[src/rtl/ysyx_24070016_lsu_pkg.sv]
// Shared definitions for the ysyx_24070016 load/store unit.
//   lsu_state_e : two-bit FSM state encoding (IDLE, REQ, WAIT, DONE)
//   LSU_*       : funct3 access-size encodings carried on in_mem_size
package ysyx_24070016_lsu_pkg;

  typedef enum logic [1:0] {
    S_IDLE = 2'd0,
    S_REQ  = 2'd1,
    S_WAIT = 2'd2,
    S_DONE = 2'd3
  } lsu_state_e;

  localparam logic [2:0] LSU_B  = 3'b000;
  localparam logic [2:0] LSU_H  = 3'b001;
  localparam logic [2:0] LSU_W  = 3'b010;
  localparam logic [2:0] LSU_BU = 3'b100;
  localparam logic [2:0] LSU_HU = 3'b101;

endpackage

[src/rtl/ysyx_24070016_lsu_align.sv]
// Combinational byte-lane logic for the LSU.
//   Store side: st_off, st_size, st_data -> st_wmask, st_wdata, misalign
//   Load side : ld_off, ld_size, ld_rdata -> ld_ext (sign/zero extended)
// Halfwords use offset o&2 and words offset 0, so misaligned low address
// bits are truncated. With YSYX_24070016_LSU_MISALIGN_CHECK_EN defined,
// misalign flags halfword/word accesses whose low bits are not aligned;
// otherwise it is tied 0.
module ysyx_24070016_lsu_align
  import ysyx_24070016_lsu_pkg::*;
(
  input  logic [1:0]  st_off,
  input  logic [2:0]  st_size,
  input  logic [31:0] st_data,
  output logic [3:0]  st_wmask,
  output logic [31:0] st_wdata,
  output logic        misalign,
  input  logic [1:0]  ld_off,
  input  logic [2:0]  ld_size,
  input  logic [31:0] ld_rdata,
  output logic [31:0] ld_ext
);

  logic [1:0]  ld_eff;
  logic [31:0] sh;

  always_comb begin
    st_wmask = 4'b1111;
    st_wdata = st_data;
    case (st_size)
      LSU_B, LSU_BU: begin
        st_wmask = 4'b0001 << st_off;
        st_wdata = {4{st_data[7:0]}};
      end
      LSU_H, LSU_HU: begin
        st_wmask = 4'b0011 << {st_off[1], 1'b0};
        st_wdata = {2{st_data[15:0]}};
      end
      default: ;
    endcase
  end

`ifdef YSYX_24070016_LSU_MISALIGN_CHECK_EN
  always_comb begin
    case (st_size)
      LSU_B, LSU_BU: misalign = 1'b0;
      LSU_H, LSU_HU: misalign = st_off[0];
      default:       misalign = (st_off != 2'b00);
    endcase
  end
`else
  assign misalign = 1'b0;
`endif

  always_comb begin
    case (ld_size)
      LSU_B, LSU_BU: ld_eff = ld_off;
      LSU_H, LSU_HU: ld_eff = {ld_off[1], 1'b0};
      default:       ld_eff = 2'b00;
    endcase
    sh = ld_rdata >> {ld_eff, 3'b000};
    case (ld_size)
      LSU_B:   ld_ext = {{24{sh[7]}}, sh[7:0]};
      LSU_BU:  ld_ext = {24'h0, sh[7:0]};
      LSU_H:   ld_ext = {{16{sh[15]}}, sh[15:0]};
      LSU_HU:  ld_ext = {16'h0, sh[15:0]};
      LSU_W:   ld_ext = sh;
      default: ld_ext = sh;
    endcase
  end

endmodule

[src/rtl/ysyx_24070016_lsu.sv]
// Load/store stage of the ysyx_24070016 core.
// Accepts one execute beat at a time (in_valid/in_ready), performs a single
// memory request/response for loads and stores, and emits one write-back beat
// (out_valid/out_ready). Every output is a flop except in_ready, which is
// decoded from the state register.
//   in_*      : execute-stage beat (pc, result/address, store data, mem ctrl, rd)
//   out_*     : write-back beat (pc, rd, rd_wen, wdata)
//   mem_req_* : word-aligned request with byte-lane mask and shifted data
//   mem_rsp_* : one response per accepted request
//   lsu_misalign : pulse on a dropped misaligned access when
//                  YSYX_24070016_LSU_MISALIGN_CHECK_EN is defined, else 0
module ysyx_24070016_lsu
  import ysyx_24070016_lsu_pkg::*;
(
  input  logic        clk,
  input  logic        rst_n,
  input  logic        in_valid,
  output logic        in_ready,
  input  logic [31:0] in_pc,
  input  logic [31:0] in_result,
  input  logic [31:0] in_store_data,
  input  logic        in_mem_en,
  input  logic        in_mem_wen,
  input  logic [2:0]  in_mem_size,
  input  logic [4:0]  in_rd,
  input  logic        in_rd_wen,
  output logic        out_valid,
  input  logic        out_ready,
  output logic [31:0] out_pc,
  output logic [4:0]  out_rd,
  output logic        out_rd_wen,
  output logic [31:0] out_wdata,
  output logic        mem_req_valid,
  input  logic        mem_req_ready,
  output logic [31:0] mem_req_addr,
  output logic        mem_req_wen,
  output logic [31:0] mem_req_wdata,
  output logic [3:0]  mem_req_wmask,
  input  logic        mem_rsp_valid,
  input  logic [31:0] mem_rsp_rdata,
  output logic        lsu_misalign
);

  lsu_state_e  state_q, state_d;
  logic        out_valid_q, out_valid_d;
  logic [31:0] out_pc_q, out_pc_d;
  logic [4:0]  out_rd_q, out_rd_d;
  logic        out_rd_wen_q, out_rd_wen_d;
  logic [31:0] out_wdata_q, out_wdata_d;
  logic        req_valid_q, req_valid_d;
  logic [31:0] req_addr_q, req_addr_d;
  logic        req_wen_q, req_wen_d;
  logic [31:0] req_wdata_q, req_wdata_d;
  logic [3:0]  req_wmask_q, req_wmask_d;
  logic [1:0]  off_q, off_d;
  logic [2:0]  size_q, size_d;
  logic        misalign_q, misalign_d;

  logic [3:0]  st_wmask;
  logic [31:0] st_wdata;
  logic        st_misalign;
  logic [31:0] ld_ext;

  // Store lanes come from the incoming beat; load lanes from the latched beat.
  ysyx_24070016_lsu_align u_align (
    .st_off   (in_result[1:0]),
    .st_size  (in_mem_size),
    .st_data  (in_store_data),
    .st_wmask (st_wmask),
    .st_wdata (st_wdata),
    .misalign (st_misalign),
    .ld_off   (off_q),
    .ld_size  (size_q),
    .ld_rdata (mem_rsp_rdata),
    .ld_ext   (ld_ext)
  );

  always_comb begin
    state_d      = state_q;
    out_valid_d  = out_valid_q;
    out_pc_d     = out_pc_q;
    out_rd_d     = out_rd_q;
    out_rd_wen_d = out_rd_wen_q;
    out_wdata_d  = out_wdata_q;
    req_valid_d  = req_valid_q;
    req_addr_d   = req_addr_q;
    req_wen_d    = req_wen_q;
    req_wdata_d  = req_wdata_q;
    req_wmask_d  = req_wmask_q;
    off_d        = off_q;
    size_d       = size_q;
    misalign_d   = 1'b0;
    case (state_q)
      S_IDLE: begin
        if (in_valid) begin
          out_pc_d     = in_pc;
          out_rd_d     = in_rd;
          out_rd_wen_d = in_rd_wen & ~(in_mem_en & in_mem_wen);
          out_wdata_d  = in_result;
          off_d        = in_result[1:0];
          size_d       = in_mem_size;
          if (in_mem_en && st_misalign) begin
            // Dropped access: no memory traffic, no register write.
            out_rd_wen_d = 1'b0;
            out_wdata_d  = 32'h0;
            misalign_d   = 1'b1;
            out_valid_d  = 1'b1;
            state_d      = S_DONE;
          end else if (in_mem_en) begin
            req_valid_d  = 1'b1;
            req_addr_d   = {in_result[31:2], 2'b00};
            req_wen_d    = in_mem_wen;
            req_wdata_d  = in_mem_wen ? st_wdata : 32'h0;
            req_wmask_d  = in_mem_wen ? st_wmask : 4'b0000;
            state_d      = S_REQ;
          end else begin
            out_valid_d  = 1'b1;
            state_d      = S_DONE;
          end
        end
      end
      S_REQ: begin
        // A response arriving in this cycle is illegal and ignored.
        if (mem_req_ready) begin
          req_valid_d = 1'b0;
          state_d     = S_WAIT;
        end
      end
      S_WAIT: begin
        if (mem_rsp_valid) begin
          if (!req_wen_q) out_wdata_d = ld_ext;
          out_valid_d = 1'b1;
          state_d     = S_DONE;
        end
      end
      S_DONE: begin
        if (out_ready) begin
          out_valid_d = 1'b0;
          state_d     = S_IDLE;
        end
      end
      default: state_d = S_IDLE;
    endcase
  end

  always_ff @(posedge clk or negedge rst_n) begin
    if (!rst_n) begin
      state_q      <= S_IDLE;
      out_valid_q  <= 1'b0;
      out_pc_q     <= 32'h0;
      out_rd_q     <= 5'h0;
      out_rd_wen_q <= 1'b0;
      out_wdata_q  <= 32'h0;
      req_valid_q  <= 1'b0;
      req_addr_q   <= 32'h0;
      req_wen_q    <= 1'b0;
      req_wdata_q  <= 32'h0;
      req_wmask_q  <= 4'h0;
      off_q        <= 2'b00;
      size_q       <= 3'b000;
      misalign_q   <= 1'b0;
    end else begin
      state_q      <= state_d;
      out_valid_q  <= out_valid_d;
      out_pc_q     <= out_pc_d;
      out_rd_q     <= out_rd_d;
      out_rd_wen_q <= out_rd_wen_d;
      out_wdata_q  <= out_wdata_d;
      req_valid_q  <= req_valid_d;
      req_addr_q   <= req_addr_d;
      req_wen_q    <= req_wen_d;
      req_wdata_q  <= req_wdata_d;
      req_wmask_q  <= req_wmask_d;
      off_q        <= off_d;
      size_q       <= size_d;
      misalign_q   <= misalign_d;
    end
  end

  assign in_ready      = (state_q == S_IDLE);
  assign out_valid     = out_valid_q;
  assign out_pc        = out_pc_q;
  assign out_rd        = out_rd_q;
  assign out_rd_wen    = out_rd_wen_q;
  assign out_wdata     = out_wdata_q;
  assign mem_req_valid = req_valid_q;
  assign mem_req_addr  = req_addr_q;
  assign mem_req_wen   = req_wen_q;
  assign mem_req_wdata = req_wdata_q;
  assign mem_req_wmask = req_wmask_q;
  assign lsu_misalign  = misalign_q;

endmodule

[config.mk]
export PLATFORM = sky130hd
export DESIGN_NAME = ysyx_24070016_lsu
export DESIGN_NICKNAME = d
export VERILOG_FILES = /design/src/rtl/ysyx_24070016_lsu_pkg.sv /design/src/rtl/ysyx_24070016_lsu_align.sv /design/src/rtl/ysyx_24070016_lsu.sv
export SDC_FILE = /design/constraint.sdc
export NUM_CORES = 1
export LEC_CHECK = 0
export ABC_AREA = 0
export CAP_MARGIN = 20
export CORE_ASPECT_RATIO = 1.4
export CORE_MARGIN = 3
export CORE_UTILIZATION = 40
export DETAILED_ROUTE_END_ITERATION = 12
export GPL_ROUTABILITY_DRIVEN = 0
export MAX_ROUTING_LAYER = met4
export PLACE_DENSITY_LB_ADDON = 0.05
export SLEW_MARGIN = 25
export SYNTH_ARGS = -nofsm -noshare
export SYNTH_HDL_FRONTEND = slang
export SYNTH_HIERARCHICAL = 1
export SYNTH_SLANG_ARGS = --single-unit
[constraint.sdc]
create_clock -name clk -period 2.2 [get_ports clk]
set_clock_uncertainty 0.1 [all_clocks]
set_input_delay 0.44 -clock clk [delete_from_list [all_inputs] [get_ports clk]]
set_output_delay 0.44 -clock clk [all_outputs]
set_load 0.02 [all_outputs]
==> results by group <==
GRT
  – Via count of the first global-routing pass: 6418
  – Overall overflow remaining after global route: 0
  – Initial antenna violation count: 0
  – Global routing usage summed across all routing layers: 23.4%
  – Global-route wire length before repair: 34700 um
  – Pin count of the biggest net entering global routing: 65

STA
  – Fin crit period: 2.15 ns
  – Maximum achievable frequency: 466 MHz
  – Final Cycle Share: 97.5%
  – Number of failing hold endpoints at the final stage: 0
  – Post-route setup slack: 0.0548 ns
  – Slew of the pin with the lowest slew margin: 0.514 ns
  – Max-slew violations: 0
  – Rel. slew slack: 65.4%
  – Setup-violating endpoint count in the final report: 0
  – RSZ-0062 raised after global routing: true

Worst setup path
  – Worst Path Buf+Inv: 1
  – Timing startpoint of the critical path: size_q[0]
  – Delay of the slowest cell on the worst path: 0.44 ns
  – Series of cell instances along the critical path: nor2b_4 -> mux2_4 -> a2111oi_4 -> buf_4 -> o21ai_0 -> a22oi_1 -> a21oi_1
  – Worst EP required: 2.39 ns
  – Biggest fanout along the worst timing path: 4
  – Data arrival time at the worst-slack endpoint: 2.34 ns
  – Crit path capture type: flop
  – Startpoint type of the worst setup path: flop
  – Setup CP Type: flop to flop
  – Standard cell with the maximum stage delay on the critical path: sky130_fd_sc_hd__a2111oi_4
  – Kind of cell with the highest combined delay on the critical path: compound AO/OA/AOI/OAI gates
  – Critical R2R Launch: size_q[0]

Yosys
  – Post-synth EDFFs: 0
  – Part of the Yosys area used for sequential elements: 51.1%
  – Synthesized flop and latch total: 147
  – Warnings from Yosys: 6
  – Share of synthesized cell area in and, or, nand and nor gates: 9.85%
  – Synthesized cell area: 7200 sq um
  – Mux contribution to synthesized area: 17.6%
  – Number of standard cells after synthesis: 676
  – Xor and xnor area share after synthesis: 0%
  – Adder-Cell Fraction of Synth Area: 0.868%
  – Async set-reset flop share out of synthesis: 100%
  – Per-instance average area after synthesis: 10.7 sq um
  – Number of library cell types mapped by synthesis: 44
  – Largest family of logic cells by synthesized area: multiplexers
  – Top_reg_cell synth: sky130_fd_sc_hd__dfrtp_1
  – Area fraction in compound gates after synthesis: 15.5%

Die
  – Number of rows in the core area: 57
  – Die outline area: 19700 sq um
  – Initial standard-cell utilization of the core: 41.1%
  – Die height: 165 um
  – Num ports: 288
  – Core area: 17500 sq um
  – Overall die width: 119 um

Final layout
  – Share of cells above drive strength 1: 18.0%
  – Post-layout nets: 1113
  – Fill cell total of the finished layout: 1487
  – Commonest non-fill, non-tap cell in the layout: sky130_fd_sc_hd__clkdlybuf4s50_1
  – Top library cells by usage in the layout, fill and taps aside: sky130_fd_sc_hd__clkdlybuf4s50_1, sky130_fd_sc_hd__dfrtp_1, sky130_fd_sc_hd__nand2_1
  – Layout overhead on the synthesized area: 53.1%
  – Final cell area excluding filler cells: 11000 sq um
  – Final cell utilization of the core: 62.9%
  – Number of diodes: 0

Detailed routing
  – Routed len/inst: 18.9 um
  – Mean number of vias per cell: 5.18
  – Starting DRT DRC Count: 351
  – DR vias: 6284
  – Final routed DRC violation total: 0
  – First-pass detailed-route iteration total: 7
  – Post-Route WL: 22900 um
  – Number of routed nets with antenna violations: 0

Min path
  – Startpoint of the lowest-slack hold path: mem_req_wdata[31]
  – Min-Delay Path Class: flop to flop

Power
  – Worst vdd rail ir drop: 0.736 mV
  – Cell area power density: 1470 nW/um^2
  – Static Leakage: 4.81 nW

Clocking
  – Clock buffers created by TritonCTS: 17
  – CTS tree: built
  – CTS H-tree depth: 4
  – Clock tree root driver cell: sky130_fd_sc_hd__clkbuf_16
  – Clock transition time at the flip-flop clock pins of the worst setup and hold paths: 0.07 ns
  – Skew-Pair Late Insertion Delay: 0.42 ns
  – Number of clock sinks: 147
  – Buffer levels on the longest clock path: 2

Placed design
  – Worst slack at placement: -0.246 ns
  – Placed Area: 10500 sq um
  – Input/output buffers: 285
  – Half-perimeter wire length of the detailed placement result: 17400 um

Flow run
  – Max-cap violation count: 0

Status
  – Status: finished, final reports clean
final timing paths:
kind / cells after the start / end / slack (ns)
setup reg to reg: 7 / out_wdata[27] / 0.05
hold / removal: 2 / mem_req_wdata[31] / 0.38
setup / recovery: 7 / out_wdata[27] / 0.05
max in group asynchronous: 3 / out_wdata[30] / 0.93
min in group asynchronous: 2 / mem_req_addr[21] / 0.44
hold reg to reg: 2 / mem_req_wdata[31] / 0.38
final cells by class:
| class | count | area [sq um] | area share (%) |
|---|---|---|---|
| clock buffers | 17 | 425 | 3.86 |
| repair buffers | 325 | 3270 | 29.6 |
| flip-flops and latches | 147 | 3680 | 33.4 |
| well taps | 236 | 295 | 2.68 |
| inverters | 12 | 45.0 | 0.408 |
| clock inverters | 15 | 120 | 1.09 |
| multi-input cells | 460 | 3200 | 29.0 |
worst reg2reg max path: stages (launching register included):
cell	delay, ns
sky130_fd_sc_hd__dfrtp_1	0.41
sky130_fd_sc_hd__nor2b_4	0.15
sky130_fd_sc_hd__mux2_4	0.34
sky130_fd_sc_hd__a2111oi_4	0.44
sky130_fd_sc_hd__buf_4	0.21
sky130_fd_sc_hd__o21ai_0	0.08
sky130_fd_sc_hd__a22oi_1	0.21
sky130_fd_sc_hd__a21oi_1	0.10
repair_timing:
action / in CTS / in global routing
hold buffers: 1 / 0
setup endpoints to repair: 2 / 17
hold endpoints to repair: 40 / 0
cloned: 0 / 1
gates resized for setup: 2 / 11
pin swaps: 0 / 11
setup buffers: 0 / 1
cell usage after synthesis (5+ instances only):
library cell	instances	share of area (%)
sky130_fd_sc_hd__dfrtp_1	147	51
sky130_fd_sc_hd__nand2_1	114	5.9
sky130_fd_sc_hd__o21ai_0	70	4.9
sky130_fd_sc_hd__mux2_2	61	9.5
sky130_fd_sc_hd__a22oi_1	39	4.1
sky130_fd_sc_hd__a21oi_1	35	2.4
sky130_fd_sc_hd__nor2_1	35	1.8
sky130_fd_sc_hd__mux2_4	29	6.0
sky130_fd_sc_hd__clkbuf_1	24	1.3
sky130_fd_sc_hd__buf_2	16	1.1
sky130_fd_sc_hd__inv_1	12	0.63
sky130_fd_sc_hd__mux2i_1	12	1.7
sky130_fd_sc_hd__buf_4	11	1.1
sky130_fd_sc_hd__a211oi_1	7	0.73
sky130_fd_sc_hd__a22o_1	7	0.85
sky130_fd_sc_hd__a31oi_1	7	0.61
sky130_fd_sc_hd__and2_1	6	0.52
sky130_fd_sc_hd__buf_6	5	0.78
sky130_fd_sc_hd__ha_1	5	0.87
sky130_fd_sc_hd__nand2b_1	5	0.43
kinds of logic (layout without fill, tap and decap cells):
family,count (synthesis),after routing
other,2,3
multiplexers,103,103
AND/OR/NAND/NOR,170,170
adder cells (fa/ha/maj),5,5
AO/OA/AOI/OAI,179,179
buffers and inverters,70,369
flip-flops,147,147
flip-flops by register name, summed over array words and instances (netlist names), 2 cells and up:
name,count
mem_req_wmask,4
mem_req_addr,30
out_pc,32
mem_req_wdata,32
off_q,2
out_wdata,32
out_rd,5
state_q,2
size_q,3
power breakdown:
group | internal [W] | switching (W) | total, W
logic | 0.00427 | 0.00450 | 0.00877
registers | 0.00402 | 0.000727 | 0.00475
clock network | 0.00147 | 0.00124 | 0.00271
through the flow:
| stage | hold slack (ns) | total power [W] | setup TNS (ns) | cells |
|---|---|---|---|---|
| detailed placement | 0.308 | 0.0135 | -4.91 | 1178 |
| finish | 0.378 | 0.0162 | 0 | 1212 |
| CTS | 0.383 | 0.0163 | 0 | 1211 |
| global placement | 0.303 | 0.0133 | -3.81 | 1178 |
| floorplan | 0.0444 | 0.00948 | 0 | 677 |
| global route | 0.407 | 0.0172 | -0.0853 | 1212 |
per-layer routing:
layer  wire (um)  track usage (%)
met5           0                -
met1        8510             25.4
met4         824             9.38
met2       12000             40.8
met3        1530             6.30
(Power assumes the default switching activity.)
